### src/rtl/life_pkg.sv
// Shared definitions for the Game-of-Life window generator and rule logic.
// Neighbour bit order is fixed here so producer and consumer cannot disagree.
package life_pkg;

  typedef enum logic {LOAD = 1'b0, EMIT = 1'b1} state_t;

  localparam int NB_NW = 0;
  localparam int NB_N  = 1;
  localparam int NB_NE = 2;
  localparam int NB_W  = 3;
  localparam int NB_E  = 4;
  localparam int NB_SW = 5;
  localparam int NB_S  = 6;
  localparam int NB_SE = 7;

  // Row offset of neighbour k relative to the centre cell.
  function automatic int nb_dr(input int k);
    case (k)
      NB_NW, NB_N, NB_NE: return -1;
      NB_W, NB_E:         return 0;
      default:            return 1;
    endcase
  endfunction

  // Column offset of neighbour k relative to the centre cell.
  function automatic int nb_dc(input int k);
    case (k)
      NB_NW, NB_W, NB_SW: return -1;
      NB_N, NB_S:         return 0;
      default:            return 1;
    endcase
  endfunction

endpackage

### src/rtl/life_nb_fetch.sv
// Combinational 3x3 neighbourhood decode from the frame buffer at (r,c).
// LIFE_WIN_TORUS_EN selects a toroidal board; otherwise off-board cells are dead.
module life_nb_fetch
  import life_pkg::*;
#(
  parameter int WIDTH  = 8,
  parameter int HEIGHT = 8,
  parameter int RW     = $clog2(HEIGHT),
  parameter int CW     = $clog2(WIDTH)
) (
  input  logic [WIDTH*HEIGHT-1:0] fb,
  input  logic [RW-1:0]           r,
  input  logic [CW-1:0]           c,
  output logic                    self,
  output logic [7:0]              n
);

  localparam int IW = $clog2(WIDTH*HEIGHT);

  int rr;
  int cc;

  always_comb begin
    rr   = 0;
    cc   = 0;
    n    = '0;
    self = fb[IW'(int'(r) * WIDTH + int'(c))];
    for (int k = 0; k < 8; k++) begin
      rr = int'(r) + nb_dr(k);
      cc = int'(c) + nb_dc(k);
`ifdef LIFE_WIN_TORUS_EN
      if (rr < 0) rr = HEIGHT - 1;
      else if (rr >= HEIGHT) rr = 0;
      if (cc < 0) cc = WIDTH - 1;
      else if (cc >= WIDTH) cc = 0;
      n[k] = fb[IW'(rr * WIDTH + cc)];
`else
      if (rr >= 0 && rr < HEIGHT && cc >= 0 && cc < WIDTH)
        n[k] = fb[IW'(rr * WIDTH + cc)];
`endif
    end
  end

endmodule

### src/rtl/life_window_gen.sv
// Loads a raster board into a frame buffer, then replays one 3x3 window per cell.
// Build option LIFE_WIN_TORUS_EN (see life_nb_fetch) wraps the board edges.
module life_window_gen
  import life_pkg::*;
#(
  parameter int WIDTH  = 8,
  parameter int HEIGHT = 8
) (
  input  logic       clk,
  input  logic       rst,
  input  logic       in_valid,
  output logic       in_ready,
  input  logic       in_cell,
  output logic       out_valid,
  input  logic       out_ready,
  output logic       out_self,
  output logic [7:0] out_n,
  output logic       out_last
);

  localparam int RW = $clog2(HEIGHT);
  localparam int CW = $clog2(WIDTH);
  localparam int IW = $clog2(WIDTH*HEIGHT);

  state_t                  state;
  logic [RW-1:0]           r;
  logic [CW-1:0]           c;
  logic [WIDTH*HEIGHT-1:0] fb;
  logic                    at_last;
  logic                    at_eol;
  logic                    f_self;
  logic [7:0]              f_n;

  assign at_eol  = (c == CW'(WIDTH - 1));
  assign at_last = at_eol && (r == RW'(HEIGHT - 1));

  // Frame buffer is never cleared: every cell is rewritten before EMIT reads it.
  always_ff @(posedge clk) begin
    if (in_valid && in_ready)
      fb[IW'(int'(r) * WIDTH + int'(c))] <= in_cell;
  end

  always_ff @(posedge clk) begin
    if (rst) begin
      state     <= LOAD;
      r         <= '0;
      c         <= '0;
      in_ready  <= 1'b0;
      out_valid <= 1'b0;
    end else begin
      case (state)
        LOAD: begin
          in_ready <= 1'b1;
          if (in_valid && in_ready) begin
            if (at_last) begin
              r         <= '0;
              c         <= '0;
              state     <= EMIT;
              in_ready  <= 1'b0;
              out_valid <= 1'b1;
            end else if (at_eol) begin
              c <= '0;
              r <= r + 1'b1;
            end else begin
              c <= c + 1'b1;
            end
          end
        end
        EMIT: begin
          if (out_ready) begin
            if (at_last) begin
              r         <= '0;
              c         <= '0;
              state     <= LOAD;
              in_ready  <= 1'b1;
              out_valid <= 1'b0;
            end else if (at_eol) begin
              c <= '0;
              r <= r + 1'b1;
            end else begin
              c <= c + 1'b1;
            end
          end
        end
        default: state <= LOAD;
      endcase
    end
  end

  life_nb_fetch #(.WIDTH(WIDTH), .HEIGHT(HEIGHT)) u_fetch (
    .fb   (fb),
    .r    (r),
    .c    (c),
    .self (f_self),
    .n    (f_n)
  );

  // Window outputs are held at zero outside EMIT so they only move on handshakes.
  assign out_self = out_valid & f_self;
  assign out_n    = out_valid ? f_n : 8'h00;
  assign out_last = out_valid & at_last;

endmodule

### config.mk
export PLATFORM = sky130hd
export DESIGN_NAME = life_window_gen
export DESIGN_NICKNAME = d
export VERILOG_FILES = /design/src/rtl/life_pkg.sv /design/src/rtl/life_nb_fetch.sv /design/src/rtl/life_window_gen.sv
export SDC_FILE = /design/constraint.sdc
export NUM_CORES = 1
export LEC_CHECK = 0
export BUFFER_PORTS_ARGS = -buffer_cell sky130_fd_sc_hd__buf_2
export CAP_MARGIN = 30
export CORE_ASPECT_RATIO = 0.7
export CORE_MARGIN = 2
export CORE_UTILIZATION = 50
export DETAILED_ROUTE_END_ITERATION = 12
export PLACE_DENSITY_LB_ADDON = 0.2
export SETUP_SLACK_MARGIN = 0.4
export SYNTH_ARGS = -nofsm -noshare
export SYNTH_HDL_FRONTEND = slang
export SYNTH_SLANG_ARGS = --single-unit
### constraint.sdc
create_clock -name clk -period 4 [get_ports clk]
set_input_delay 0.4 -clock clk [delete_from_list [all_inputs] [get_ports clk]]
set_output_delay 0.4 -clock clk [all_outputs]
set_load 0.05 [all_outputs]
**Word level (Yosys, flattened, before mapping)**

Index checks and enable logic that the tools add are counted.

- $mul: 0
- Order comparisons: 22
- Eq/ne operators: 6
- Div/mod/pow operators: 0
- $add $sub $neg: 15
- Shifts and indexed selects: 0
- Reduce and logical (&&, ||, !) cells: 25
- Bitwise gates (word level): 3
- Muxes and demuxes: 62

Operator list:

| operator | count |
|---|---|
| $lt 6x8->1 const B | 9 |
| $bwmux 64 | 1 |
| $bmux 1 s6 | 9 |
| $mux 1 | 37 |
| $ge 32x1->1 const B | 1 |
| $lt 32x5->1 const B | 1 |
| $mux 3 | 8 |
| $logic_and 1x1->1 | 22 |
| $add 6x5->6 | 3 |
| $add 6x6->6 | 3 |
| $add 6x4->6 | 2 |
| $pmux 3 s2 | 2 |
| $add 4x1->5 const B | 2 |
| $ge 5x1->1 const B | 2 |
| $lt 5x5->1 const B | 2 |
| $add 3x1->4 const B | 2 |
| $lt 3x4->1 const B | 2 |
| $mux 8 | 1 |
| $add 3x1->3 const B | 2 |
| $add 6x3->6 | 1 |
| $demux 1 s6 | 1 |
| $eq 3x3->1 const B | 2 |
| $ge 3x1->1 const B | 2 |
| $ge 6x1->1 const B | 1 |
| 9 further kinds | 15 |

- Flip-flop bits (word level): 73
- Memory bits (read-only): 0
- Memories: 0
- Output and inout port bits: 12
- Latch bits: 0
- Memory bits (writable): 0

**Depth between registers and ports, before layout**

- Depth in word-level cells: 7
- Mapped depth: 14
- Depth with buffers taken out: 10

**Modules after synthesis**

Synthesis repeated with hierarchy kept, for this count alone.

- Cell total of the unflattened synthesis: 417
- Area, all modules: 5215.0 sq um

Modules (own cells, without submodules):

| module | area each (sq um) | sequential area each (sq um) | cells each | times used |
|---|---|---|---|---|
| life_window_gen | 2713.9 | 2102.0 | 181 | 1 |
| life_nb_fetch | 2501.1 | 0.0 | 236 | 1 |

**Least setup slack after synthesis**

Ideal clock, no wire load.

- Path kind: register to output
- Start point: register c[0]
- End point: output port out_n[7]
- Setup slack: -0.377 ns
- Arrival: 3.977 ns
- Cell stages (with the launch flop): 14
- Path buffers: 6
- Path through: dfxtp_1 buf_6 buf_12 buf_6 buf_2 buf_1 nand2_1 nor2_1 ha_1 buf_1 a31o_2 nor3_1 a211oi_1 nor4_1

- Cells in the longest elaborated chain, start to end: 7

Ends and longest elaborated chain:

| what | line | text |
|---|---|---|
| start, declared | life_window_gen.sv:27 | `logic [CW-1:0] c;` |
| start signal, assigned | life_window_gen.sv:65 | `c <= c + 1'b1;` |
| start signal, assigned | life_window_gen.sv:81 | `c <= c + 1'b1;` |
| $add 3x1->4 (*) | life_nb_fetch.sv:30 | `cc = int'(c) + nb_dc(k);` |
| $add 6x6->6 | life_nb_fetch.sv:39 | `n[k] = fb[IW'(rr * WIDTH + cc)];` |
| $bmux 1 s6 | life_nb_fetch.sv:39 |  |
| $mux 1 (not written as such) (2 in a row) | life_nb_fetch.sv:39 |  |
| $mux 1 (*) | life_nb_fetch.sv:38 | `if (rr >= 0 && rr < HEIGHT && cc >= 0 && cc < WIDTH)` |
| $mux 8 (*) | life_window_gen.sv:100 | `assign out_n = out_valid ? f_n : 8'h00;` |
| end, declared | life_window_gen.sv:17 | `output logic [7:0] out_n,` |

Every way passes the cells marked *; elsewhere a longest branch is shown, timed or not. The select of a mux whose other input is x is not followed.

**Final worst setup path**

- Start point: register c[1]
- End point: output port out_n[5]

- Cells in the longest elaborated chain, start to end: 7

Ends and longest elaborated chain:

| what | line |
|---|---|
| $add 4x1->5 (*) | life_nb_fetch.sv:30 |
| $add 6x5->6 | life_nb_fetch.sv:39 |
| $bmux 1 s6 | life_nb_fetch.sv:39 |
| $mux 1 (not written as such) (2 in a row) | life_nb_fetch.sv:39 |
| $mux 1 (*) | life_nb_fetch.sv:38 |
| $mux 8 (*) | life_window_gen.sv:100 |

Marked as above.

==> flow_summary.toml <==
[run_status]
status = "finished clean"

[route]
drc_errors = 0
wire_per_inst_um = 22.54
viasPerCell = 6.391
drt_pass1_iterations = 5
antenna_left = 0
drtIter0Drc = 382
vias = 3643
wl_um = 12850

[critical_path]
critPathMaxFanout = 9
worst_setup_path_start_kind = "flop"
rr_endpoint = "fb[8]$_DFFE_PP_"
timing.rr.start = "c[2]$_SDFFE_PP0P_"
regToRegSetupSlack_ns = 2.08
critical_path_class = "flop to output pin"
reg2reg_depth = 4
crit_start = "c[1]$_SDFFE_PP0P_"
required_ns = 3.60
worst_setup_path_end_kind = "output pin"
worstPathArrival_ns = 3.11

[global_routing]
grt_max_degree = 65
antenna_found_initial = 0
grt_pass1_vias = 3551
grt_usage = 0.2416
overflow = 0
grt_pass1_wl_um = 20020

[synthesis]
synth_enable_flop_cells = 64
yosys_warnings = 0
netlist_area_sq_mm = 0.005127
yosysMostFrequentCell = "edfxtp_1"
synthFlopType = "edfxtp_1"
synth-seq-cells = 73
yosys-top-cells-count = "64 x edfxtp_1, 59 x mux4_2, 48 x nor2_1"
yosysUniqueCellTypes = 53
synthTopCellsByArea = "edfxtp_1 37%, mux4_2 26%, mux2i_1 5.9%"
async_flop_share = 0
synth_area_per_cell_sq_um = 13.28
synth_top_area_frac = 0.3748
syn-instance-count = 386
synth_top_area_cell = "edfxtp_1"
yosysSeqAreaShare = 0.4100

[finish]
stdcell_count = 570
final_area_sq_mm = 0.006007
diodes = 0
fin_nets = 459
drive_gt1_frac = 0.3145
fin_util = 0.6108
syn2layout_area_growth_pct = 17.15

[worst_hold_path]
hold_depth = 2
hold_end = "r[1]$_SDFFE_PP0P_"
hold_path_class = "input port to flop"
min_from = "rst"

[floorplanning]
core_area_sq_mm = 0.009834
fp.dieW_um = 125.0
io_pins = 17
start_util = 0.5214
die_h_um = 88.73
rows = 30
dieArea_sq_mm = 0.01109

[sta]
setup_viol = 0
skew_ns = 0.007114
hold_viol_final = 0
grt_setup_unrepaired = "true"
fmax_ghz = 0.2849
period_needed_ns = 3.511
relSlewSlack = 0.3744
tns_ns = 0
fin_crit_sh = 0.8776
slew_viol_final = 0
whs_ns = 0.3501
tightest_slew_ns = 0.9385

[cts]
cts_sinks = 73
clkLatencyLatePin_ns = 0.34
cts_root_buf = "clkbuf_16"
cts_tree = "built"
htreeDepth = 3
clockBufferDepth = 2
cts.clk_slew.worst_paths_ns = 0.06
numCtsBuffers = 9

[place]
placed_area_sq_mm = 0.005503
place.detailed.hpwl_um = 9179
io_buffers = 16
gp_congestion = 0.9775
dpl.cell_count = 550

[run]
drv_cap = 0

[pwr]
ir_drop_mv = 0.3125
power_per_cell_area_mw_per_mm2 = 352.5
p_leak_nw = 2.083
-- where the power goes --
part           internal (mW)  leakage [nW]  switching (mW)
Clock                  0.551         0.153           0.326
Combinational          0.172          1.26           0.179
Sequential             0.862         0.675          0.0272
Total                   1.59          2.08           0.532
-- logic make-up after synthesis --
family,Yosys count,synth area share
and+or+nand+nor,118,0.1110
muxes,93,0.3265
DFF,73,0.4100
AOI/OAI and AO/OA,40,0.05320
buffers and inverters,35,0.03587
adders and majority gates,17,0.04588
xor gates and xnor gates,9,0.01684
other,1,0.0007314
-- placed cells by master (no fill, tap or decap), types with 6 or more instances in the layout --
cell type | netlist | routed
clkbuf_16 | 0 | 9
edfxtp_1 | 64 | 64
inv_1 | 9 | 9
buf_4 | 3 | 12
o22ai_1 | 7 | 6
nor3_1 | 6 | 6
nand2b_1 | 7 | 7
a21oi_1 | 10 | 10
dfxtp_1 | 9 | 7
buf_2 | 8 | 13
mux2i_1 | 30 | 27
nand2_1 | 18 | 18
mux4_2 | 59 | 59
conb_1 | 1 | 32
nand3_1 | 11 | 11
ha_1 | 14 | 9
nor2_1 | 48 | 47
-- sequential cells by signal (all words and copies together) (netlist names) --
name,flops
in_ready,1
fb,64
out_valid,1
c,3
state,1
r,3
-- layout make-up --
| cell class | count | area (sq um) |
|---|---|---|
| fill | 772 | 3827 |
| multi-input combinational | 309 | 3123 |
| sequential | 73 | 2105 |
| timing repair buffer | 32 | 247.7 |
| clock buffer | 9 | 225.2 |
| tap | 128 | 160.2 |
| clock inverter | 7 | 101.3 |
| inverter | 12 | 45.04 |
-- what timing repair did --
item / in CTS / in global routing
gates resized for setup: 16 / 16
gates cloned: 0 / 0
buffers inserted: 0 / 4
setup endpoints to repair: 9 / 6
hold buffers: 0 / 0
pin swaps: 1 / 5
-- per-layer routing --
layer | global-route usage | up-vias | part of all wire
met5 | 0 | - | 0
met1 | 0.3519 | 1810 | 0.45
li1 | - | 1606 | -
met4 | 0.07980 | 0 | 0.015
met2 | 0.3513 | 206 | 0.43
met3 | 0.07255 | 21 | 0.10
-- per-stage QoR --
| step | setup WS, ns | power [mW] |
|---|---|---|
| global route | 0.3958 | 2.180 |
| CTS | 0.3815 | 2.107 |
| finish | 0.4895 | 2.117 |
| detailed placement | 0.3582 | 1.218 |
| global placement | 0.4527 | 1.209 |
| floorplan | 0.3926 | 1.143 |
-- worst max path at each step --
stage / end / slack, ns
global route: out_n[2] / 0.40
global placement: out_n[4] / 0.45
detailed placement: out_n[2] / 0.36
floorplan: out_n[7] / 0.39
CTS: out_n[5] / 0.38
finish: out_n[5] / 0.49
-- critical path, stage by stage, from the launching register on --
cell	delay (ns)
dfxtp_2	0.35
buf_6	0.16
inv_1	0.10
ha_4	0.18
ha_4	0.28
buf_6	0.13
mux4_2	0.52
mux4_2	0.60
o22ai_4	0.19
nor4_4	0.07
buf_4	0.19
Note: power is estimated with default switching activity, not from simulation.
